File: config.mk
export PLATFORM = sky130hd
export DESIGN_NAME = spi_target_flat
export DESIGN_NICKNAME = d
export VERILOG_FILES = /design/src/rtl/spi_target_if.sv /design/src/rtl/spi_target.sv /design/src/flat_wrapper.sv
export SDC_FILE = /design/constraint.sdc
export NUM_CORES = 1
export LEC_CHECK = 0
export ABC_CLOCK_PERIOD_IN_PS = 1800
export CORE_AREA = 2 2 71 73
export CTS_BUF_LIST = sky130_fd_sc_hd__clkbuf_4 sky130_fd_sc_hd__clkbuf_8 sky130_fd_sc_hd__clkbuf_16
export DETAILED_ROUTE_END_ITERATION = 16
export DIE_AREA = 0 0 73 75
export GPL_TIMING_DRIVEN = 0
export PLACE_DENSITY = 0.68
export SYNTH_ARGS = -nofsm -noshare
export SYNTH_HDL_FRONTEND = slang
export SYNTH_SLANG_ARGS = --single-unit
File: constraint.sdc
create_clock -name i_clk -period 1.8 [get_ports i_clk]
set_input_delay 0.27 -clock i_clk [delete_from_list [all_inputs] [get_ports i_clk]]
set_output_delay 0.27 -clock i_clk [all_outputs]
set_load 0.02 [all_outputs]
File: src/rtl/spi_target_if.sv
// SPI target bus bundle: serial pins plus the parallel tx/rx byte handshake.
// The slave modport is the target's view; master is the controller/host view.
interface spi_target_if;
  logic       i_sclk;
  logic       i_cs_n;
  logic       i_mosi;
  logic       o_miso;
  logic       o_miso_oe;
  logic [7:0] i_tx_data;
  logic       i_tx_valid;
  logic       o_tx_ready;
  logic [7:0] o_rx_data;
  logic       o_rx_valid;
  logic       o_busy;

  modport slave (
    input  i_sclk, i_cs_n, i_mosi, i_tx_data, i_tx_valid,
    output o_miso, o_miso_oe, o_tx_ready, o_rx_data, o_rx_valid, o_busy
  );

  modport master (
    output i_sclk, i_cs_n, i_mosi, i_tx_data, i_tx_valid,
    input  o_miso, o_miso_oe, o_tx_ready, o_rx_data, o_rx_valid, o_busy
  );
endinterface

File: src/rtl/spi_target.sv
// SPI mode-0 target, MSB first, 8-bit frames, fully in the i_clk domain.
// SCLK/CS_N/MOSI are oversampled through synchronizers; edges come from a history flop.
module spi_target (
  input  logic         i_clk,
  input  logic         i_rst,
  spi_target_if.slave  bus
);

  typedef enum logic [0:0] {
    ST_IDLE   = 1'b0,
    ST_ACTIVE = 1'b1
  } state_e;

  state_e      state_q, state_d;
  logic [2:0]  sclk_sync_q, sclk_sync_d;
  logic [2:0]  cs_sync_q, cs_sync_d;
  logic [1:0]  mosi_sync_q, mosi_sync_d;
  logic [1:0]  fill_q, fill_d;
  logic [2:0]  bit_cnt_q, bit_cnt_d;
  logic [6:0]  rx_shift_q, rx_shift_d;
  logic [7:0]  tx_shift_q, tx_shift_d;
  logic [7:0]  hold_q, hold_d;
  logic        hold_full_q, hold_full_d;
  logic [7:0]  rx_data_q, rx_data_d;
  logic        rx_valid_q, rx_valid_d;

  logic        sync_ok_s;
  logic        sclk_rise_s;
  logic        sclk_fall_s;
  logic        cs_fall_s;
  logic        consume_s;
  logic        accept_s;
  logic [7:0]  reload_byte_s;

  // Synchronizer shifting, edge detection and the shared reload byte.
  always_comb begin
    sclk_sync_d   = {sclk_sync_q[1:0], bus.i_sclk};
    cs_sync_d     = {cs_sync_q[1:0], bus.i_cs_n};
    mosi_sync_d   = {mosi_sync_q[0], bus.i_mosi};
    // Edges are trusted only once every history stage holds a post-reset sample,
    // so a CS held low through reset is not mistaken for a fresh fall.
    sync_ok_s     = (fill_q == 2'd3);
    sclk_rise_s   = sync_ok_s & sclk_sync_q[1] & ~sclk_sync_q[2];
    sclk_fall_s   = sync_ok_s & ~sclk_sync_q[1] & sclk_sync_q[2];
    cs_fall_s     = sync_ok_s & ~cs_sync_q[1] & cs_sync_q[2];
    reload_byte_s = hold_full_q ? hold_q : 8'hFF;
    if (fill_q != 2'd3) begin
      fill_d = fill_q + 2'd1;
    end else begin
      fill_d = fill_q;
    end
  end

  // Frame FSM: bit counter, shift registers and received-byte strobe.
  always_comb begin
    state_d    = state_q;
    bit_cnt_d  = bit_cnt_q;
    rx_shift_d = rx_shift_q;
    tx_shift_d = tx_shift_q;
    rx_data_d  = rx_data_q;
    rx_valid_d = 1'b0;
    consume_s  = 1'b0;
    case (state_q)
      ST_IDLE: begin
        if (cs_fall_s) begin
          state_d    = ST_ACTIVE;
          bit_cnt_d  = 3'd0;
          rx_shift_d = 7'd0;
          tx_shift_d = reload_byte_s;
          consume_s  = hold_full_q;
        end else begin
          state_d = ST_IDLE;
        end
      end
      ST_ACTIVE: begin
        if (cs_sync_q[1]) begin
          // Mid-byte deselect: partial rx and loaded tx byte are simply dropped.
          state_d    = ST_IDLE;
          bit_cnt_d  = 3'd0;
          tx_shift_d = 8'h00;
        end else if (sclk_rise_s) begin
          rx_shift_d = {rx_shift_q[5:0], mosi_sync_q[1]};
          bit_cnt_d  = bit_cnt_q + 3'd1;
          if (bit_cnt_q == 3'd7) begin
            rx_data_d  = {rx_shift_q, mosi_sync_q[1]};
            rx_valid_d = 1'b1;
          end else begin
            rx_valid_d = 1'b0;
          end
        end else if (sclk_fall_s) begin
          if (bit_cnt_q != 3'd0) begin
            tx_shift_d = {tx_shift_q[6:0], 1'b0};
          end else begin
            tx_shift_d = reload_byte_s;
            consume_s  = hold_full_q;
          end
        end else begin
          state_d = ST_ACTIVE;
        end
      end
      default: begin
        state_d   = ST_IDLE;
        bit_cnt_d = 3'd0;
      end
    endcase
  end

  // Holding register: a consume on a full register wins; accepts only land when empty.
  always_comb begin
    accept_s    = bus.i_tx_valid & ~hold_full_q;
    hold_d      = hold_q;
    hold_full_d = hold_full_q;
    if (consume_s) begin
      hold_full_d = 1'b0;
    end else if (accept_s) begin
      hold_d      = bus.i_tx_data;
      hold_full_d = 1'b1;
    end else begin
      hold_full_d = hold_full_q;
    end
  end

  // State and datapath registers with asynchronous reset to idle levels.
  always_ff @(posedge i_clk or posedge i_rst) begin
    if (i_rst) begin
      state_q     <= ST_IDLE;
      sclk_sync_q <= 3'b000;
      cs_sync_q   <= 3'b111;
      mosi_sync_q <= 2'b00;
      fill_q      <= 2'd0;
      bit_cnt_q   <= 3'd0;
      rx_shift_q  <= 7'd0;
      tx_shift_q  <= 8'h00;
      hold_q      <= 8'h00;
      hold_full_q <= 1'b0;
      rx_data_q   <= 8'h00;
      rx_valid_q  <= 1'b0;
    end else begin
      state_q     <= state_d;
      sclk_sync_q <= sclk_sync_d;
      cs_sync_q   <= cs_sync_d;
      mosi_sync_q <= mosi_sync_d;
      fill_q      <= fill_d;
      bit_cnt_q   <= bit_cnt_d;
      rx_shift_q  <= rx_shift_d;
      tx_shift_q  <= tx_shift_d;
      hold_q      <= hold_d;
      hold_full_q <= hold_full_d;
      rx_data_q   <= rx_data_d;
      rx_valid_q  <= rx_valid_d;
    end
  end

  assign bus.o_busy     = (state_q == ST_ACTIVE);
  assign bus.o_miso_oe  = (state_q == ST_ACTIVE);
  assign bus.o_miso     = (state_q == ST_ACTIVE) & tx_shift_q[7];
  assign bus.o_tx_ready = ~hold_full_q;
  assign bus.o_rx_data  = rx_data_q;
  assign bus.o_rx_valid = rx_valid_q;

endmodule

File: src/flat_wrapper.sv
// flat-port wrapper written by rule: the top's interface ports become plain ports
module spi_target_flat 
  (i_clk, i_rst, bus_i_sclk, bus_i_cs_n, bus_i_mosi, bus_i_tx_data, bus_i_tx_valid, bus_o_miso, bus_o_miso_oe, bus_o_tx_ready, bus_o_rx_data, bus_o_rx_valid, bus_o_busy);
  spi_target_if bus_i ();
  input  logic i_clk;
  input  logic i_rst;
  input wire logic [$bits(bus_i.i_sclk)-1:0] bus_i_sclk;
  input wire logic [$bits(bus_i.i_cs_n)-1:0] bus_i_cs_n;
  input wire logic [$bits(bus_i.i_mosi)-1:0] bus_i_mosi;
  input wire logic [$bits(bus_i.i_tx_data)-1:0] bus_i_tx_data;
  input wire logic [$bits(bus_i.i_tx_valid)-1:0] bus_i_tx_valid;
  output wire logic [$bits(bus_i.o_miso)-1:0] bus_o_miso;
  output wire logic [$bits(bus_i.o_miso_oe)-1:0] bus_o_miso_oe;
  output wire logic [$bits(bus_i.o_tx_ready)-1:0] bus_o_tx_ready;
  output wire logic [$bits(bus_i.o_rx_data)-1:0] bus_o_rx_data;
  output wire logic [$bits(bus_i.o_rx_valid)-1:0] bus_o_rx_valid;
  output wire logic [$bits(bus_i.o_busy)-1:0] bus_o_busy;
  assign bus_i.i_sclk = bus_i_sclk;
  assign bus_i.i_cs_n = bus_i_cs_n;
  assign bus_i.i_mosi = bus_i_mosi;
  assign bus_i.i_tx_data = bus_i_tx_data;
  assign bus_i.i_tx_valid = bus_i_tx_valid;
  assign bus_o_miso = bus_i.o_miso;
  assign bus_o_miso_oe = bus_i.o_miso_oe;
  assign bus_o_tx_ready = bus_i.o_tx_ready;
  assign bus_o_rx_data = bus_i.o_rx_data;
  assign bus_o_rx_valid = bus_i.o_rx_valid;
  assign bus_o_busy = bus_i.o_busy;
  spi_target u_core (.i_clk(i_clk), .i_rst(i_rst), .bus(bus_i));
endmodule
==> impl_metrics.ini, run 1 <==
[critical_path]
end_kind = flop
reg2reg_to = u_core.tx_shift_q[2]
rr_startpoint = u_core.fill_q[0]
crit_start = u_core.fill_q[0]
cp.required_ps = 2020
arrival_ps = 1960
r2r_slack_ps = 70
crit_type = flop to flop
start_kind = flop
r2r_cells = 6
crit_fanout = 9

[yosys]
syn-num-nets = 170
ys_ff_latch = 47
yosys.area.top_type = dfrtp_1
ys_seq_area_share_pct = 58.3
synthCells = 152
synth_top_area_share_pct = 54.4
ys.flop_type = dfrtp_1
avgSynthCellArea_um2 = 13.3
synth_edf_count = 0
ys_warn_count = 0
synth.area.top_cells = dfrtp_1 54%, mux2_2 9.5%, a31oi_2 4.3%
netlist_area_um2 = 2020
async_flop_share_pct = 100
ys_types = 38

[pwr]
switching_power_uw = 622
power_frac_comb_pct = 17.3
clkPwrFrac_pct = 27.7
internal-power_mw = 1.68
power_density_nw_per_um2 = 938
cellLeakagePower_nw = 1.05
switching_share_pct = 27.0
peakVddDrop_mv = 0.613
power_mw = 2.31
power.share.sequential_pct = 55.0

[route]
wl_um = 3830
drcViolationCount = 0
drt_iter0_drc = 89
wire_per_inst_um = 16.0
via_per_inst = 5.55
first_pass_iters = 4
via_count = 1331
postRouteAntennaNets = 0

[layout]
nNetsFinal = 203
n_antenna_cell = 0
drive_above_1_share_pct = 27.4
final_cell_area_um2 = 2460
nFillCells = 391
area_growth_pct = 21.4
mostFrequentLayoutCell = dfrtp_1
most-common-layout-cells = 44 x dfrtp_1, 24 x clkdlybuf4s50_1, 17 x mux2_2

[floorplan]
io_pins = 27
fp-row-count = 25
initial_core_util_pct = 43.4
die_h_um = 75
design.die.area_um2 = 5480
die_width_um = 73
core_area_um2 = 4660

[global_routing]
antenna_found_initial = 0
grt_first_pass_wirelength_um = 6340
track_usage_pct = 15.3
overflow = 0
first_global_vias = 1377
grt_max_degree = 32

[timing]
tightest_slew_ps = 539
finalHoldViolations = 0
finalClockSkew_ps = 11.8
min_period_over_period_pct = 96.3
finalMaxSlewViolations = 0
maxSlewHeadroom_pct = 63.8
rsz0062_at_grt = no
layout_min_cycle_time_ps = 1730
fmax_mhz = 577
finalSetupViolations = 0
holdWs_ps = 256

[cts]
cts.sinks = 47
clk_pin_slew_ps = 90
postCtsSetupRepairBufs = 0
cts_tree = built
ctsResizeCount = 4
hold_buffers = 0
clk_latency_ps = 300
numCtsBuffers = 5
cts.path.max_buffers = 2
clockRootBuffer = clkbuf_8
htreeDepth = 2

[place]
place_congestion = 0.784
dpl.hpwl_um = 2670
io_buffers = 26
dpl_cell_area_um2 = 2370

[run_status]
status = complete, no violations

[flow_run]
maxCapViolCount = 0

[min_path]
hold_class = primary input to asynchronous set/reset pin
==> cell families (layout without fill, tap and decap cells) <==
kind of cell    count (synthesis)  in the layout  synth area share (%)
flops                          47             47                  58.3
simple gates                   35             35                  11.4
compound gates                 31             31                  13.1
mux                            17             17                  9.46
buf+inv                        17             51                  4.88
fa+ha+maj                       4              4                  2.47
xor+xnor                        1              1                 0.433
==> flip-flops by register name (all words and copies together) (netlist names), 2 cells and up <==
register,count
u_core.mosi_sync_q,2
u_core.cs_sync_q,3
u_core.tx_shift_q,8
u_core.sclk_sync_q,3
u_core.bus.o_rx_data,8
u_core.fill_q,2
u_core.rx_shift_q,7
u_core.hold_q,8
u_core.bit_cnt_q,3
==> stage by stage <==
stage | instances | utilization, % | setup WS, ps | setup TNS [ps]
global placement | 232 | 50.5 | -409 | -18100
finish | 240 | 52.8 | 67.4 | 0
CTS | 241 | 52.9 | 55.6 | 0
detailed placement | 233 | 50.9 | -11.3 | -13.7
global route | 240 | 52.8 | 5.35 | 0
floorplan | 152 | - | 133 | 0
==> critical path: stages (launching register included) <==
cell and delay (ps):
dfrtp_1 410, ha_2 230, and4b_1 190, buf_2 170, or3_4 370, buf_6 150, a31oi_2 140
==> synth_stat cells (all sizes together) (2+ instances only) <==
| cell | number |
|---|---|
| nor3b | 2 |
| and2 | 3 |
| inv | 4 |
| nor2 | 3 |
| a31oi | 8 |
| buf | 9 |
| nor4 | 8 |
| mux2 | 17 |
| a32o | 2 |
| nor2b | 3 |
| clkbuf | 3 |
| o22ai | 8 |
| ha | 4 |
| dfstp | 3 |
| nand3 | 7 |
| a21oi | 2 |
| dfrtp | 44 |
| o21ai | 2 |
| a22o | 8 |
==> how the worst max path moves through the flow <==
stage / slack [ps] / end / cells past startpoint
4_1_cts: 60 / u_core.tx_shift_q[2] / 6
2_1_floorplan: 130 / u_core.tx_shift_q[1] / 6
3_5_place_dp: -10 / u_core.hold_q[6] / 4
3_3_place_gp: -410 / u_core.bus.o_busy / 2
5_1_grt: 5 / u_core.bus.o_rx_data[1] / 5
6_report: 70 / u_core.tx_shift_q[2] / 6
==> power by group through the flow <==
stage	logic [mW]	clock network [mW]	registers (mW)
after CTS	0.402	0.650	1.27
after global placement	0.380	0	1.28
after detailed placement	0.405	0	1.29
after global routing	0.439	0.693	1.28
after floorplan	0.299	0	1.26
final	0.400	0.638	1.27
==> layout make-up <==
type,count,area (µm²),share of cell area (%)
plain buffers,11,75.1,3.05
inverters,5,18.8,0.763
multi-input cells,88,751,30.5
flip-flops and latches,47,1180,48.0
well taps,54,67.6,2.75
clock inverters,2,12.5,0.509
repair buffers,27,278,11.3
clock buffers,6,76.3,3.10
==> per-layer routing <==
layer,up-vias,GRT usage [%],wire length (µm)
li1,623,-,-
met5,-,0,0
met2,35,25.4,1860
met3,9,4.02,160
met1,664,18.9,1740
met4,0,6.58,63
Power figures use the tool's default switching activity.
==> run 2, diff against run 1 <==
--- a/config.mk
+++ b/config.mk
@@ -6,12 +6,12 @@
 export NUM_CORES = 1
 export LEC_CHECK = 0
 export ABC_CLOCK_PERIOD_IN_PS = 1800
-export CORE_AREA = 2 2 71 73
+export CORE_AREA = 2 2 68 70
 export CTS_BUF_LIST = sky130_fd_sc_hd__clkbuf_4 sky130_fd_sc_hd__clkbuf_8 sky130_fd_sc_hd__clkbuf_16
 export DETAILED_ROUTE_END_ITERATION = 16
-export DIE_AREA = 0 0 73 75
+export DIE_AREA = 0 0 70 72
 export GPL_TIMING_DRIVEN = 0
-export PLACE_DENSITY = 0.68
+export PLACE_DENSITY = 0.73
 export SYNTH_ARGS = -nofsm -noshare
 export SYNTH_HDL_FRONTEND = slang
 export SYNTH_SLANG_ARGS = --single-unit
==> run 2 against run 1 <==
Power is 0.15% lower. Routed wire length grew 0.97%. Final area increased by 0.61%. Clock power hardly changed. Sequential power about the same. Clock skew is 1.4 ps lower. Worst hold slack improved by 18 ps. Critical path depth did not move. Sequential share of layout area is 0.29 points lower.
==> impl_metrics.ini, run 2 (same netlist as run 1, synthesis figures left out) <==
[run_status]
status = complete, no violations

[cts]
htreeDepth = 2
hold_buffers = 0
cts.path.max_buffers = 2
clockRootBuffer = clkbuf_8
cts.sinks = 47
cts_tree = built
numCtsBuffers = 5
clk_latency_ps = 300
clk_pin_slew_ps = 80

[global_routing]
grt_first_pass_wirelength_um = 6530
grt_max_degree = 32
grt_busiest_layer = met2
antenna_found_initial = 0
grt_use_met2_pct = 30.4
first_global_vias = 1419
grt_util_met3_pct = 3.47
grtUsageMet1_pct = 18.9
overflow = 0
track_usage_pct = 16.2

[critical_path]
crit_fanout = 9
crit_buf_inv = 2
r2r_slack_ps = 60
end_kind = flop
start_kind = flop
crit_path_max_incr_delay_ps = 430
cpMaxStageDelayCell = dfrtp_1
critical_path.top_delay_family = simple AND/OR/NAND/NOR gates
cp.required_ps = 2010
crit_chain = ha_4 -> and4b_1 -> buf_2 -> or3_4 -> buf_6 -> a31oi_2
arrival_ps = 1950
crit_type = flop to flop

[pwr]
cellLeakagePower_nw = 1.05
peakVddDrop_mv = 0.478
power_density_nw_per_um2 = 931

[floorplan]
design.die.area_um2 = 5040
io_pins = 27
die_h_um = 72
core_area_um2 = 4260
die_width_um = 70
fp-row-count = 24
initial_core_util_pct = 47.5

[layout]
drive_above_1_share_pct = 27.4
nNetsFinal = 203
n_antenna_cell = 0
most-common-layout-cells = 44 x dfrtp_1, 24 x clkdlybuf4s50_1, 17 x mux2_2
area_growth_pct = 22.2
utilization_pct = 58.0
mostFrequentLayoutCell = dfrtp_1
final_cell_area_um2 = 2470

[route]
first_pass_iters = 4
postRouteAntennaNets = 0
via_per_inst = 5.68
drcViolationCount = 0
via_count = 1353
wl_um = 3870
drt_iter0_drc = 49
wire_per_inst_um = 16.2

[timing]
tightest_slew_ps = 552
setup_slack_ps = 64.7
tns_ps = 0
finalHoldViolations = 0
min_period_over_period_pct = 96.4
holdWs_ps = 274
maxSlewHeadroom_pct = 63.0
finalClockSkew_ps = 10.4
layout_min_cycle_time_ps = 1740
rsz0062_at_grt = no
fmax_mhz = 576
finalMaxSlewViolations = 0
finalSetupViolations = 0

[min_path]
hold_class = primary input to asynchronous set/reset pin

[flow_run]
maxCapViolCount = 0

[place]
dpl_cell_area_um2 = 2370
io_buffers = 26
pre_cts_slack_ps = -34.0
dpl.hpwl_um = 2770
place_congestion = 0.790
## run 2: path summary, 6_finish.rpt
path                                       start                    end  cells after the start
setup reg to reg                u_core.fill_q[0]   u_core.tx_shift_q[3]                      6
setup / recovery                u_core.fill_q[0]   u_core.tx_shift_q[3]                      6
max in group asynchronous                  i_rst    u_core.cs_sync_q[0]                      3
hold / removal                             i_rst   u_core.tx_shift_q[2]                      2
min in group i_clk         u_core.sclk_sync_q[0]  u_core.sclk_sync_q[1]                      0
hold reg to reg            u_core.sclk_sync_q[0]  u_core.sclk_sync_q[1]                      0
## run 2: layout make-up
class / instances / area (µm²)
inverters: 5 / 18.8
clock buffers: 6 / 76.3
multi-input cells: 88 / 761
clock inverters: 2 / 17.5
repair buffers: 27 / 278
plain buffers: 11 / 77.6
fillers: 365 / 1790
flip-flops and latches: 47 / 1180
well taps: 52 / 65.1
## run 2: repair_timing
action	CTS	global route
setup endpoints to repair	18	13
buffers inserted	0	0
gates resized for setup	4	2
## run 2: per-layer routing
layer,up-vias,wire [µm]
li1,629,-
met1,688,1640
met2,30,2040
met3,6,144
met4,0,42
met5,-,0
## run 2: report_power, final
| part | switching (mW) | internal [mW] | total, mW |
|---|---|---|---|
| combinational | 0.190 | 0.209 | 0.399 |
| sequential | 0.0767 | 1.19 | 1.27 |
| clock | 0.345 | 0.294 | 0.639 |
## run 2: metrics by stage
step	cells	total power, mW
6_report	238	2.30
5_1_grt	238	2.42
3_5_place_dp	231	1.69
3_3_place_gp	230	1.66
4_1_cts	239	2.33
2_1_floorplan	152	1.56
